===== src/rtl/pixel_gen_pkg.sv =====
// pixel_gen_pkg: shared sizes and AXI-Lite constants for the pixel generator
package pixel_gen_pkg;
  localparam int X_SIZE_DEF = 640;
  localparam int Y_SIZE_DEF = 480;
  localparam int REG_COUNT = 8;
  localparam int DATA_W = 32;
  localparam logic [1:0] RESP_OKAY = 2'b00;
endpackage


===== src/rtl/pixel_generator_axi_lite_regs.sv =====
// axi_lite_regs: AXI-Lite slave with eight read/write registers, one transaction per channel
module axi_lite_regs
  import pixel_gen_pkg::*;
#(
  parameter int ADDR_W = 8
) (
  input  logic                              clk,
  input  logic                              rst,
  input  logic [ADDR_W-1:0]                 awaddr,
  input  logic                              awvalid,
  output logic                              awready,
  input  logic [DATA_W-1:0]                 wdata,
  input  logic                              wvalid,
  output logic                              wready,
  output logic [1:0]                        bresp,
  output logic                              bvalid,
  input  logic                              bready,
  input  logic [ADDR_W-1:0]                 araddr,
  input  logic                              arvalid,
  output logic                              arready,
  output logic [DATA_W-1:0]                 rdata,
  output logic [1:0]                        rresp,
  output logic                              rvalid,
  input  logic                              rready,
  output logic [REG_COUNT-1:0][DATA_W-1:0]  regs
);
  localparam int IW = $clog2(REG_COUNT);
  logic wr_hs, rd_hs, wr_ok, rd_ok, wr_go, unused_addr;
  assign wr_go = awvalid & wvalid & ~bvalid & ~awready;
  assign wr_hs = awready & awvalid & wready & wvalid;
  assign rd_hs = arready & arvalid;
  assign wr_ok = awaddr < ADDR_W'(REG_COUNT * 4);
  assign rd_ok = araddr < ADDR_W'(REG_COUNT * 4);
  assign bresp = RESP_OKAY;
  assign rresp = RESP_OKAY;
  assign unused_addr = ^{awaddr[1:0], araddr[1:0]};
  // Reads sample regs before a same-edge write lands, so a colliding read sees the old value
  always_ff @(posedge clk or posedge rst)
    if (rst) begin
      awready <= 1'b0;
      wready  <= 1'b0;
      bvalid  <= 1'b0;
      arready <= 1'b0;
      rvalid  <= 1'b0;
      rdata   <= '0;
      regs    <= '0;
    end else begin
      awready <= wr_go;
      wready  <= wr_go;
      if (wr_hs && wr_ok) regs[awaddr[IW+1:2]] <= wdata;
      bvalid  <= wr_hs | (bvalid & ~bready);
      arready <= arvalid & ~rvalid & ~arready;
      if (rd_hs) rdata <= rd_ok ? regs[araddr[IW+1:2]] : '0;
      rvalid  <= rd_hs | (rvalid & ~rready);
    end
endmodule


===== src/rtl/pixel_generator.sv =====
// pixel_generator: raster test-pattern AXI-Stream source, blue channel from register 0 per frame
module pixel_generator
  import pixel_gen_pkg::*;
#(
  parameter int AXI_LITE_ADDR_WIDTH = 8,
  parameter int X_SIZE = X_SIZE_DEF,
  parameter int Y_SIZE = Y_SIZE_DEF
) (
  input  logic                           out_stream_aclk,
  input  logic                           periph_reset,
  output logic [31:0]                    out_stream_tdata,
  output logic [3:0]                     out_stream_tkeep,
  output logic                           out_stream_tlast,
  input  logic                           out_stream_tready,
  output logic                           out_stream_tvalid,
  output logic                           out_stream_tuser,
  input  logic [AXI_LITE_ADDR_WIDTH-1:0] s_axi_lite_awaddr,
  input  logic                           s_axi_lite_awvalid,
  output logic                           s_axi_lite_awready,
  input  logic [31:0]                    s_axi_lite_wdata,
  input  logic                           s_axi_lite_wvalid,
  output logic                           s_axi_lite_wready,
  output logic [1:0]                     s_axi_lite_bresp,
  output logic                           s_axi_lite_bvalid,
  input  logic                           s_axi_lite_bready,
  input  logic [AXI_LITE_ADDR_WIDTH-1:0] s_axi_lite_araddr,
  input  logic                           s_axi_lite_arvalid,
  output logic                           s_axi_lite_arready,
  output logic [31:0]                    s_axi_lite_rdata,
  output logic [1:0]                     s_axi_lite_rresp,
  output logic                           s_axi_lite_rvalid,
  input  logic                           s_axi_lite_rready
);
  localparam int XW = $clog2(X_SIZE) > 8 ? $clog2(X_SIZE) : 8;
  localparam int YW = $clog2(Y_SIZE) > 8 ? $clog2(Y_SIZE) : 8;
  logic [REG_COUNT-1:0][DATA_W-1:0] regs;
  logic [7:0] frame_reg0, b;
  logic [XW-1:0] x;
  logic [YW-1:0] y;
  logic load, sof, eol, eof, unused_regs;
  axi_lite_regs #(.ADDR_W(AXI_LITE_ADDR_WIDTH)) u_regs (
    .clk(out_stream_aclk), .rst(periph_reset),
    .awaddr(s_axi_lite_awaddr), .awvalid(s_axi_lite_awvalid), .awready(s_axi_lite_awready),
    .wdata(s_axi_lite_wdata), .wvalid(s_axi_lite_wvalid), .wready(s_axi_lite_wready),
    .bresp(s_axi_lite_bresp), .bvalid(s_axi_lite_bvalid), .bready(s_axi_lite_bready),
    .araddr(s_axi_lite_araddr), .arvalid(s_axi_lite_arvalid), .arready(s_axi_lite_arready),
    .rdata(s_axi_lite_rdata), .rresp(s_axi_lite_rresp), .rvalid(s_axi_lite_rvalid),
    .rready(s_axi_lite_rready), .regs(regs)
  );
  assign unused_regs = ^regs;
  assign out_stream_tkeep = 4'hF;
  assign load = ~out_stream_tvalid | out_stream_tready;
  assign sof = x == '0 && y == '0;
  assign eol = x == XW'(X_SIZE - 1);
  assign eof = y == YW'(Y_SIZE - 1);
  // The (0,0) beat takes register 0 directly so the whole frame shares the value latched with it
  assign b = sof ? regs[0][7:0] : frame_reg0;
  always_ff @(posedge out_stream_aclk or posedge periph_reset)
    if (periph_reset) begin
      out_stream_tvalid <= 1'b0;
      out_stream_tdata  <= '0;
      out_stream_tuser  <= 1'b0;
      out_stream_tlast  <= 1'b0;
      frame_reg0        <= '0;
      x                 <= '0;
      y                 <= '0;
    end else if (load) begin
      out_stream_tvalid <= 1'b1;
      out_stream_tdata  <= {8'h00, x[7:0], y[7:0], b};
      out_stream_tuser  <= sof;
      out_stream_tlast  <= eol;
      frame_reg0        <= b;
      x                 <= eol ? '0 : x + XW'(1);
      y                 <= eol ? (eof ? '0 : y + YW'(1)) : y;
    end
endmodule


===== config.mk =====
export PLATFORM = sky130hd
export DESIGN_NAME = pixel_generator
export DESIGN_NICKNAME = d
export VERILOG_FILES = /design/src/rtl/pixel_gen_pkg.sv /design/src/rtl/pixel_generator_axi_lite_regs.sv /design/src/rtl/pixel_generator.sv
export SDC_FILE = /design/constraint.sdc
export NUM_CORES = 1
export LEC_CHECK = 0
export CORE_MARGIN = 4
export CORE_UTILIZATION = 58
export DETAILED_ROUTE_END_ITERATION = 10
export PLACE_DENSITY_LB_ADDON = 0.3
export SLEW_MARGIN = 20
export SYNTH_ARGS = -nofsm -noshare
export SYNTH_HDL_FRONTEND = slang
export SYNTH_SLANG_ARGS = --single-unit

===== constraint.sdc =====
create_clock -name out_stream_aclk -period 13.4 [get_ports out_stream_aclk]
set_clock_uncertainty 0.2 [all_clocks]
set_input_delay 1.34 -clock out_stream_aclk [delete_from_list [all_inputs] [get_ports out_stream_aclk]]
set_output_delay 1.34 -clock out_stream_aclk [all_outputs]
set_load 0.01 [all_outputs]

==> flow_summary.yaml, run 1 <==
sta:
  slew_headroom: 0.342
  setup_viol: 0
  post-route-period-util: 0.300
  setup_tns_ns: 0
  finalMaxSlewViolations: 0
  min_period_ns: 4.02
  whs_ns: 0.263
  rsz0062_at_grt: "false"
  clock.fmax_ghz: 0.249
  tightest_slew_ns: 0.988
  hold_violations: 0
  fin_ws_ns: 9.38
flow_run:
  maxCapViolations: 0
floorplanning:
  io_pins: 136
  rows: 57
  die_w_um: 167
  core-area_um2: 24600
  die_h_um: 167
  dieArea_um2: 27900
  start_util: 0.596
yosys:
  synth_fa_ha_area_frac: 0.00341
  yosysMostFrequentCell: "dfrtp_1"
  synth_top_area_frac: 0.576
  synth_edf_count: 0
  postSynthCellCount: 996
  ys_types: 44
  syn_area_um2: 14700
  synth-seq-cells: 338
  synthXorXnorAreaFrac: 0.00537
  synth-async-reset-ratio: 1.00
  synthSimpleGateAreaFrac: 0.0549
  yosysSeqAreaShare: 0.576
  synth_top_family_by_area: "multiplexers"
  synthFlopType: "dfrtp_1"
  synth_common_cells: "dfrtp_1, mux2_2, nand2_1, mux4_2, clkbuf_1"
  yosys-top-cells-area: "dfrtp_1, mux2_2, mux4_2"
  synth.avg_cell_area_um2: 14.7
  synthMuxAreaShare: 0.301
  synth-compound-area-share: 0.0274
  yosysTopAreaCell: "dfrtp_1"
  yosys_warnings: 0
detailed_routing:
  drc: 0
  vias: 8540
  drt-pass1-iter-count: 4
  wl_per_cell_um: 20.6
  viasPerCell: 5.89
  postRouteAntennaNets: 0
  drt_iter0_drc: 606
  drt-total-wl_um: 29900
setup_path:
  cp_max_fo: 19
  timing.rr.start: "u_regs.awready$_DFF_PP0_"
  cp-end-kind: "register"
  worstPathArrival_ns: 4.21
  startpoint: "s_axi_lite_awaddr[5]"
  critPathKind: "primary input to register"
  worstPathRequired_ns: 13.59
  start_kind: "primary input"
placement:
  place.gp.congestion: 0.754
  detailedPlace.worstSlack_ns: 8.85
  portBuffers: 115
  dp.cells: 1392
  dpl_cell_area_um2: 16000
  place_hpwl_um: 17000
finish:
  final_util: 0.698
  area_growth_pct: 17.1
  diodes: 0
  drive_gt1_frac: 0.341
  design_area_um2: 17200
  final_net_count: 1166
  instances_no_fill: 1451
global_route:
  grt_pass1_wl_um: 49300
  grt_overflow: 0
  grt_max_degree: 189
  grt_util_all_layers: 0.219
  antenna_found_initial: 1
  grt_pass1_vias: 9094
worst_hold_path:
  min_path_type: "register to register"
  hold_path.startpoint: "u_regs.rdata[28]$_DFFE_PP0P_"
clock_tree:
  h-tree-depth: 2
  cts_buffers: 36
  cts_tree: "built"
  post-cts-setup-buffers: 0
  clk_path_buf_depth: 3
  cts_resized: 0
  clk_pin_slew_worst_paths_ns: 0.06
  cts_sinks: 338
  hold_buffers: 0
  clkLatencyLatePin_ns: 0.51
  cts-root-buf: "clkbuf_16"
run_status:
  outcome: "finished clean"
power_and_ir_drop:
  p_leak_nw: 8.35
  p_per_area_nw_per_um2: 129
  peakVddDrop_mv: 0.118
  power.total_mw: 2.22
where the power goes:
part           switching [mW]  internal, mW  total [mW]
Sequential             0.0267          1.06        1.08
Clock                   0.379         0.600       0.979
Combinational          0.0819        0.0738       0.156
Total                   0.487          1.73        2.22
path summary, 6_finish.rpt:
kind / cells past startpoint / endpoint / slack, ns
setup reg to reg: 5 / u_regs.regs[27]$_DFFE_PP0P_ / 10.43
max in group asynchronous: 4 / u_regs.rdata[18]$_DFFE_PP0P_ / 9.73
min in group asynchronous: 2 / out_stream_tdata[15]$_DFFE_PP0P_ / 1.10
setup / recovery: 6 / u_regs.regs[27]$_DFFE_PP0P_ / 9.38
hold reg to reg: 2 / u_regs.rdata[28]$_DFFE_PP0P_ / 0.26
hold / removal: 2 / u_regs.rdata[28]$_DFFE_PP0P_ / 0.26
layer usage:
layer / wire [µm] / track usage / vias to the layer above
li1: - / - / 3805
met1: 13100 / 0.307 / 4479
met2: 14700 / 0.361 / 194
met3: 1390 / 0.0382 / 60
met4: 690 / 0.0612 / 2
met5: 13 / 0 / -
critical path, cell delays in order:
cell and delay [ns]:
clkdlybuf4s50_1 0.40, or3_1 0.39, or3_1 0.48, nor3_4 0.70, buf_4 0.49, mux2_2 0.39
final cells by class:
cell class,count,area [µm²]
Sequential cell,338,8460
Fill cell,1671,7420
Multi-Input combinational cell,589,5830
Timing Repair Buffer,131,1280
Clock buffer,54,1060
Tap cell,324,405
Clock inverter,5,100
Inverter,10,45.0
logic make-up after synthesis:
group | after synthesis
simple gates | 171
flops | 338
fa+ha+maj | 4
other cells | 2
buf+inv | 84
xor+xnor | 9
compound gates | 60
mux | 328
state kept, by name, indices dropped and copies added, names as in the netlist:
register / cells
out_stream_tdata: 17
u_regs.rdata: 32
u_regs.arready: 1
u_regs.regs: 256
u_regs.rvalid: 1
out_stream_tvalid: 1
u_regs.bvalid: 1
y: 9
frame_reg0: 7
out_stream_tlast: 1
out_stream_tuser: 1
u_regs.awready: 1
x: 10
cells in the final DEF, fill, tap and decap left out, types with 2 or more instances in the layout:
cell type and instances:
a22oi_1 32, nor3b_4 2, clkbuf_16 37, xnor2_1 8, nand3_1 9, and4_1 3, nor4b_1 2, dfrtp_1 338
mux4_2 64, mux2_2 243, nor4_1 3, conb_1 17, nand2_1 116, bufinv_16 3, o21ai_0 17, nand3b_1 2
mux2_1 21, inv_1 9, nand4_1 4, a21oi_1 2, or3_1 3, clkbuf_8 7, nand2b_1 2, nor3_1 6
clkbuf_1 10, o31ai_1 4, clkinv_2 2, nor2_1 8, ha_1 4, buf_4 15, clkdlybuf4s50_1 113
Power figures use the tool's default switching activity.
==> inputs of run 2 (changes only) <==
==> constraint.sdc (replaced) <==
create_clock -name out_stream_aclk -period 4.11 [get_ports out_stream_aclk]
set_clock_uncertainty 0.2 [all_clocks]
set_input_delay 0.411 -clock out_stream_aclk [delete_from_list [all_inputs] [get_ports out_stream_aclk]]
set_output_delay 0.411 -clock out_stream_aclk [all_outputs]
set_load 0.01 [all_outputs]
==> run 2 against run 1 <==
Effect of this change:
- die area unchanged
- utilization grew 0.32 points
- setup slack worse by 7.9 ns
- total power increased to 3.2 times the previous value
- non-clock buffer count rose by 8
- clock power grew to 3.2 times the previous value
- hold slack worse by 0.079 ns
- critical path depth did not move
- cell area up 0.46%
==> flow_summary.yaml, run 2 (synthesis results as in run 1) <==
detailed_routing:
  postRouteAntennaNets: 0
  drc: 0
  wl_per_cell_um: 20.6
  vias: 8594
  drt_iter0_drc: 457
  drt-pass1-iter-count: 4
  viasPerCell: 5.89
  drt-total-wl_um: 30100
setup_path:
  critPathMaxStageDelay_ns: 0.52
  worstPathRequired_ns: 4.29
  worstPathArrival_ns: 2.84
  start_kind: "primary input"
  cp-end-kind: "register"
  cp_max_fo: 32
  crit_path_frequent_cell: "or3_1"
  slowest_stage: "buf_4"
  critPathKind: "primary input to register"
  path_cells: "clkdlybuf4s50_1, or3_1, or3_1, nor3b_4, buf_4, mux2_2"
run_status:
  outcome: "finished clean"
finish:
  layout_common_cells: "dfrtp_1, mux2_2, nand2_1, clkdlybuf4s50_1, mux4_2"
  final_net_count: 1173
  area_growth_pct: 17.6
  largest-register: "u_regs.regs"
  final_common_cell: "dfrtp_1"
  drive_gt1_frac: 0.350
  fill_cells: 1684
  top_regs: "u_regs.regs: 256 flops, u_regs.rdata: 32 flops, out_stream_tdata: 17 flops"
  largest_reg_flops: 256
sta:
  post-route-period-util: 0.647
  slew_headroom: 0.396
  whs_ns: 0.184
  rsz0062_at_grt: "false"
  fin_ws_ns: 1.45
  min_period_ns: 2.66
  tightest_slew_ns: 0.898
  finalMaxSlewViolations: 0
  clock.fmax_ghz: 0.376
  setup_viol: 0
  hold_violations: 0
clock_tree:
  cts_resized: 0
  clk_pin_slew_worst_paths_ns: 0.06
  cts_buffers: 35
  hold_buffers: 0
  cts_sinks: 338
  clkLatencyLatePin_ns: 0.50
  h-tree-depth: 2
  cts-root-buf: "clkbuf_16"
  post-cts-setup-buffers: 0
  clk_path_buf_depth: 3
  cts_tree: "built"
floorplanning:
  start_util: 0.596
  die_h_um: 167
  die_w_um: 167
  io_pins: 136
  dieArea_um2: 27900
  core-area_um2: 24600
  rows: 57
power_and_ir_drop:
  peakVddDrop_mv: 0.343
  p_per_area_nw_per_um2: 414
  p_leak_nw: 8.39
global_route:
  grt_max_degree: 97
  grt_pass1_vias: 9338
  grt_overflow: 0
  grt_util_all_layers: 0.222
  antenna_found_initial: 1
  grt_pass1_wl_um: 50100
placement:
  place.gp.congestion: 0.778
  detailedPlace.worstSlack_ns: 0.955
  place_hpwl_um: 17700
  portBuffers: 115
worst_hold_path:
  min_path_type: "primary input to async pin"
flow_run:
  maxCapViolations: 0
==> run 2: cell count changes in the layout (fill, tap and decap cells not counted), moves of 3 or more <==
cell / delta
clkbuf_1: -6
buf_4: +5
buf_12: +4
clkinv_2: +4
clkinvlp_4: +3
==> run 2: through the flow <==
stage / cell area [µm²] / TNS, ns / power, mW / utilization / cells
finish: 17300 / 0 / 7.15 / 0.701 / 1458
global route: 17300 / 0 / 7.43 / 0.701 / 1458
CTS: 17300 / 0 / 7.23 / 0.701 / 1457
detailed placement: 16100 / 0 / 4.11 / 0.655 / 1400
global placement: 16100 / 0 / 4.09 / 0.655 / 1400
floorplan: 14700 / -344.61 / 3.88 / - / 1011
==> run 2: path summary, 6_finish.rpt <==
| kind | start | to | slack (ns) | cells past startpoint |
|---|---|---|---|---|
| worst max-delay path | s_axi_lite_awaddr[5] | u_regs.regs[54]$_DFFE_PP0P_ | 1.45 | 6 |
| worst min register to register | u_regs.rvalid$_DFF_PP0_ | u_regs.arready$_DFF_PP0_ | 0.26 | 1 |
| worst max register to register | u_regs.awready$_DFF_PP0_ | u_regs.regs[54]$_DFFE_PP0P_ | 1.57 | 5 |
| worst min-delay path | periph_reset | u_regs.regs[185]$_DFFE_PP0P_ | 0.18 | 2 |
| max in group asynchronous | periph_reset | u_regs.rdata[13]$_DFFE_PP0P_ | 2.60 | 3 |
| min in group out_stream_aclk | u_regs.rvalid$_DFF_PP0_ | u_regs.arready$_DFF_PP0_ | 0.26 | 1 |
==> run 2: critical path: cells and delay by family <==
kind	cells	cell delay [ns]
buffers and inverters	2	0.91
multiplexers	1	0.41
AND/OR/NAND/NOR	3	1.09
==> run 2: layer usage <==
| metal | routed length [µm] | track usage | up-vias | share of wire |
|---|---|---|---|---|
| li1 | - | - | 3809 | - |
| met4 | 702 | 0.0598 | 0 | 0.023 |
| met5 | 0 | 0 | - | 0 |
| met2 | 15400 | 0.378 | 209 | 0.51 |
| met1 | 12500 | 0.299 | 4514 | 0.42 |
| met3 | 1530 | 0.0367 | 62 | 0.051 |
==> run 2: report_power, final <==
group | internal, mW | switching [mW] | total, mW
clock | 1.86 | 1.24 | 3.10
sequential | 3.44 | 0.0893 | 3.53
combinational | 0.248 | 0.270 | 0.517
==> run 2: cell type report <==
class	count	area, µm²	share of cell area
Sequential cell	338	8460	0.490
Multi-Input combinational cell	589	5840	0.338
Timing Repair Buffer	139	1390	0.0803
Clock buffer	47	1020	0.0593
Tap cell	324	405	0.0235
Clock inverter	10	105	0.00609
Inverter	10	41.3	0.00239
Antenna cell	1	2.50	0.000145
